`config.mk`:
```
export PLATFORM = sky130hd
export DESIGN_NAME = add4_seq_ctrl
export DESIGN_NICKNAME = d
export VERILOG_FILES = /design/src/rtl/add4_seq_ctrl.sv
export SDC_FILE = /design/constraint.sdc
export NUM_CORES = 1
export LEC_CHECK = 0
export ABC_AREA = 0
export BUFFER_PORTS_ARGS = -buffer_cell sky130_fd_sc_hd__buf_2
export CORE_ASPECT_RATIO = 0.8
export CORE_UTILIZATION = 57
export DETAILED_ROUTE_END_ITERATION = 10
export PLACE_DENSITY = 0.84
export SYNTH_ARGS = -nofsm -noshare
export SYNTH_HDL_FRONTEND = slang
export SYNTH_SLANG_ARGS = --single-unit
export TNS_END_PERCENT = 20
```
`constraint.sdc`:
```
create_clock -name clk -period 3.99 [get_ports clk]
set_clock_uncertainty 0.15 [all_clocks]
set_input_delay 0.1995 -clock clk [delete_from_list [all_inputs] [get_ports clk]]
set_output_delay 0.1995 -clock clk [all_outputs]
set_load 0.01 [all_outputs]
```
`src/rtl/add4_seq_ctrl.sv`:
```
// add4_seq_ctrl: sequences a WIDTH=4*NIBBLES bit add over one external 4-bit ripple adder (add4).
//
// Ports:
//   clk, rst              clock, asynchronous active-high reset
//   start, ready, done    request / idle / one-cycle completion pulse
//   op_a, op_b, cin       operands and carry-in, sampled on the accepting edge
//   sum, cout             registered result, updated only when done is entered
//   add_a, add_b, add_cin drive to the external add4 (zero outside RUN)
//   add_sum, add_cout     result from the external add4
//   sub                   only with ADD4_SEQ_CTRL_SUB_EN defined: 1 = compute op_a - op_b
//
// Optional feature macro: ADD4_SEQ_CTRL_SUB_EN
module add4_seq_ctrl #(
    parameter int NIBBLES = 4
) (
    input  logic                 clk,
    input  logic                 rst,
    input  logic                 start,
    input  logic [4*NIBBLES-1:0] op_a,
    input  logic [4*NIBBLES-1:0] op_b,
    input  logic                 cin,
`ifdef ADD4_SEQ_CTRL_SUB_EN
    input  logic                 sub,
`endif
    output logic                 ready,
    output logic                 done,
    output logic [4*NIBBLES-1:0] sum,
    output logic                 cout,
    output logic [3:0]           add_a,
    output logic [3:0]           add_b,
    output logic                 add_cin,
    input  logic [3:0]           add_sum,
    input  logic                 add_cout
);
    localparam int IW = (NIBBLES > 1) ? $clog2(NIBBLES) : 1;
    localparam logic [1:0] IDLE = 2'd0;
    localparam logic [1:0] RUN  = 2'd1;
    localparam logic [1:0] DONE = 2'd2;

    logic [1:0]                state_q, state_d;
    logic [IW-1:0]             idx_q, idx_d;
    logic [NIBBLES-1:0][3:0]   a_q, a_d, b_q, b_d, work_q, work_d;
    logic                      carry_q, carry_d;
    logic [4*NIBBLES-1:0]      sum_q, sum_d;
    logic                      cout_q, cout_d;
    logic [4*NIBBLES-1:0]      op_b_eff;
    logic                      cin_eff;
    logic                      run;

`ifdef ADD4_SEQ_CTRL_SUB_EN
    // Subtraction is two's complement: A + ~B + 1.
    assign op_b_eff = sub ? ~op_b : op_b;
    assign cin_eff  = sub | cin;
`else
    assign op_b_eff = op_b;
    assign cin_eff  = cin;
`endif

    assign run     = (state_q == RUN);
    assign ready   = (state_q == IDLE);
    assign done    = (state_q == DONE);
    assign sum     = sum_q;
    assign cout    = cout_q;
    assign add_a   = run ? a_q[idx_q] : 4'd0;
    assign add_b   = run ? b_q[idx_q] : 4'd0;
    assign add_cin = run & carry_q;

    always_comb begin
        state_d = state_q;
        idx_d   = idx_q;
        a_d     = a_q;
        b_d     = b_q;
        carry_d = carry_q;
        work_d  = work_q;
        sum_d   = sum_q;
        cout_d  = cout_q;
        if (state_q == IDLE && start) begin
            a_d     = op_a;
            b_d     = op_b_eff;
            carry_d = cin_eff;
            idx_d   = '0;
            state_d = RUN;
        end else if (run) begin
            work_d[idx_q] = add_sum;
            carry_d       = add_cout;
            if (idx_q == IW'(NIBBLES - 1)) begin
                // Publish the whole word, including the nibble captured on this edge.
                sum_d   = work_d;
                cout_d  = add_cout;
                state_d = DONE;
            end else begin
                idx_d = idx_q + 1'b1;
            end
        end else if (state_q != IDLE) begin
            state_d = IDLE;
        end
    end

    always_ff @(posedge clk or posedge rst) begin
        if (rst) begin
            state_q <= IDLE;
            idx_q   <= '0;
            a_q     <= '0;
            b_q     <= '0;
            carry_q <= 1'b0;
            work_q  <= '0;
            sum_q   <= '0;
            cout_q  <= 1'b0;
        end else begin
            state_q <= state_d;
            idx_q   <= idx_d;
            a_q     <= a_d;
            b_q     <= b_d;
            carry_q <= carry_d;
            work_q  <= work_d;
            sum_q   <= sum_d;
            cout_q  <= cout_d;
        end
    end
endmodule

```
==> metrics.md <==
| Metric | Value |
|---|---|
| Status | completed |
| Switch Pwr | 1.05 mW |
| CTS Buffer Depth | 2 |
| CP max FO | 12 |
| Core area | 5060 µm² |
| CP startpoint kind | register |
| Vias in the first global route | 2002 |
| Static Leak | 1.90 nW |
| Worst Hold Class | input port to register |
| Final Max Slew Viols | 0 |
| CTS Sinks | 66 |
| Largest net degree at the start of global routing | 42 |
| I/O Pins | 69 |
| Combinational Power Share | 0.417 |
| DR vias | 1959 |
| Crit Reg-Reg Endpoint | sum[14] |
| Power Density | 812 nW/µm² |
| Design Power | 3.21 mW |
| Detailed Route WL | 6450 µm |
| # DRC | 0 |
| Crit. End Element | output pin |
| # rows | 23 |
| WHS | 0.0448 ns |
| Gpl congestion | 0.710 |
| Hold Fails Final Rpt | 0 |
| CP bufs+invs | 1 |
| TritonRoute pass-1 iters | 4 |
| Setup violators final | 0 |
| ANT nets after route | 0 |
| Yosys top cell area share | 0.543 |
| R2r setup slk | 1.92 ns |
| Gr ovfl total | 0 |
| CP peak stage delay | 0.76 ns |
| Fillcell total | 292 |
| Reg2Reg Launch Point | idx_q[0] |
| Hold depth | 2 |
| Setup ws final | 1.62 ns |
| Req. time, crit path | 3.64 ns |
| Starting Density | 0.601 |
| Hold Path End | sum[14] |
| Worst Path Class, Setup | register to output pin |
| Clk pin slew, worst setup/hold paths | 0.06 ns |
| VDD IR max | 0.000625 V |
| Synth warn | 0 |
| CP arrival | 2.02 ns |
| TritonCTS clock tree | built |
| Leading post-synthesis cells by cell area | dfrtp_1 54%, mux2_4 12%, mux2_2 8.5%, mux4_2 5.9%, mux2i_1 4.6% |
| Syn-to-layout area delta | 30.1% |
| Int Power | 2.16 mW |
| Hold_sp | add_sum[2] |
| Top delay family on crit path | flip-flops |
| Final TNS setup | 0 ns |
| DIE HEIGHT | 67.3 µm |
| Overall routing resource usage | 0.245 |
| Die Width | 83.7 µm |
| Num CTS Buffers | 9 |
| Worst rel slew slack | 0.569 |
| PortBufs | 68 |
| Initial antenna violation count | 0 |
| Syn_nets | 251 |
| Initial DRC Count | 69 |
| R2R depth | 3 |
| Layout cells sized above 1 | 0.465 |
| Detailed-placement wirelength estimate | 3840 µm |
| Worst-Margin Slew | 0.647 ns |
| Avg Inst Size Synth | 14.8 µm² |
| Post-synth top area cell | dfrtp_1 |
| Fin nets | 354 |
| Root buf cell | clkbuf_8 |
| Seq cells post-synth | 66 |
| First-pass GRT wire length | 9970 µm |
| Post-Synthesis Cells | 206 |
| Critical-path cell list | mux4_2, and2_1, buf_2 |
| Vias/cell | 5.21 |
| Unrepaired setup endpoints after global routing | no |
| Diode count | 0 |
| Fin util | 0.781 |
| Die area | 5630 µm² |
| Max Clock Freq | 423 MHz |
| Critical path's slowest cell | dfrtp_1 |
| Sw Ratio | 0.326 |
| Yosys cell types | 22 |
| Fin crit share | 0.593 |
| Clk pwr share | 0.192 |
| Register area share after synthesis | 0.543 |
| Post-Synthesis Cell Area | 3040 µm² |
| Place WS | 1.90 ns |
| Sequential group share of total power | 0.391 |
| Max-Cap Viols | 0 |
| Clock latency on the worst-skew pair | 0.35 ns |
| H-tree depth | 3 |
| Final worst path period need | 2.37 ns |
| WL/cell | 17.2 µm |
## sequential cells by signal, indices dropped and copies added (netlist names)
name     flops
work_q      12
state_q      2
sum         16
cout         1
idx_q        2
carry_q      1
b_q         16
a_q         16
## repair_timing
| item | CTS | global route |
|---|---|---|
| endpoints found under the hold margin | 59 | 0 |
| hold buffers | 35 | 0 |
| endpoints found under the setup margin | 0 | 0 |
| resized for setup | 0 | 0 |
| setup buffers | 0 | 0 |
## per-stage QoR
stage | std cells | cell area, µm²
after CTS | 376 | 3960
after detailed placement | 325 | 3390
final | 376 | 3960
after global placement | 325 | 3390
after global routing | 376 | 3960
after floorplan | 206 | 3040
## Yosys cell counts
library cell  instances
mux2_4               25
buf_6                 4
buf_4                 2
xnor2_1               1
mux2_1                1
inv_1                 4
buf_2                 5
nor3b_2               2
mux2_2               23
clkbuf_1              2
nor2b_1               1
nand3b_4              1
and2b_1               1
nand2_1              16
or2_2                 1
nor2_1                3
o21ai_0              13
mux2i_1              14
and2_1                9
ha_1                  4
dfrtp_1              66
mux4_2                8
## power by group through the flow
stage                     logic, mW  clock network [mW]  registers, mW
after detailed placement       1.29                   0           1.26
after global routing           1.44               0.656           1.30
after global placement         1.24                   0           1.24
after floorplan                1.01                   0           1.20
final                          1.34               0.617           1.25
after CTS                      1.33               0.622           1.25
## layout make-up
type	instances	area (µm²)	area share
Tap cell	62	77.6	0.0196
Multi-Input combinational cell	123	1290	0.326
Timing Repair Buffer	105	706	0.178
Clock buffer	11	141	0.0357
Inverter	4	15.0	0.00379
Clock inverter	5	77.6	0.0196
Sequential cell	66	1650	0.417
## cells by family (layout without fill, tap and decap cells)
logic type	Yosys count	in the layout	synth area share
multiplexers	71	71	0.318
flip-flops	66	66	0.543
AND/OR/NAND/NOR	34	34	0.0634
buffers and inverters	17	125	0.0354
AO/OA/AOI/OAI	13	13	0.0214
adder cells (fa/ha/maj)	4	4	0.0165
XOR/XNOR	1	1	0.00288
## how the worst max path moves through the flow
stage,from,to,depth (start not counted)
global placement,idx_q[0],sum[14],3
floorplan,rst,a_q[0],1
detailed placement,idx_q[0],sum[14],3
global route,idx_q[0],add_a[2],3
finish,idx_q[0],add_a[1],3
CTS,idx_q[0],add_a[2],3
## routing by layer
metal	part of all wire	global-route usage	wire, µm	up-vias
met5	0	0	0	-
met4	0.019	0.0869	121	0
met3	0.049	0.0844	315	12
met2	0.50	0.428	3210	58
met1	0.43	0.289	2800	965
li1	-	-	-	924
## placed cells by master (no fill, tap or decap), types with 2 or more instances in the layout
cell type	n
inv_1	3
buf_2	68
mux2_2	23
nand2_1	16
and2_1	9
ha_1	4
dfrtp_1	66
bufinv_16	2
clkinv_2	2
clkbuf_8	10
buf_4	2
mux4_2	8
mux2i_1	14
dlygate4sd3_1	35
mux2_4	25
nor2_1	3
o21ai_0	13
Note: power is estimated with default switching activity, not from simulation.
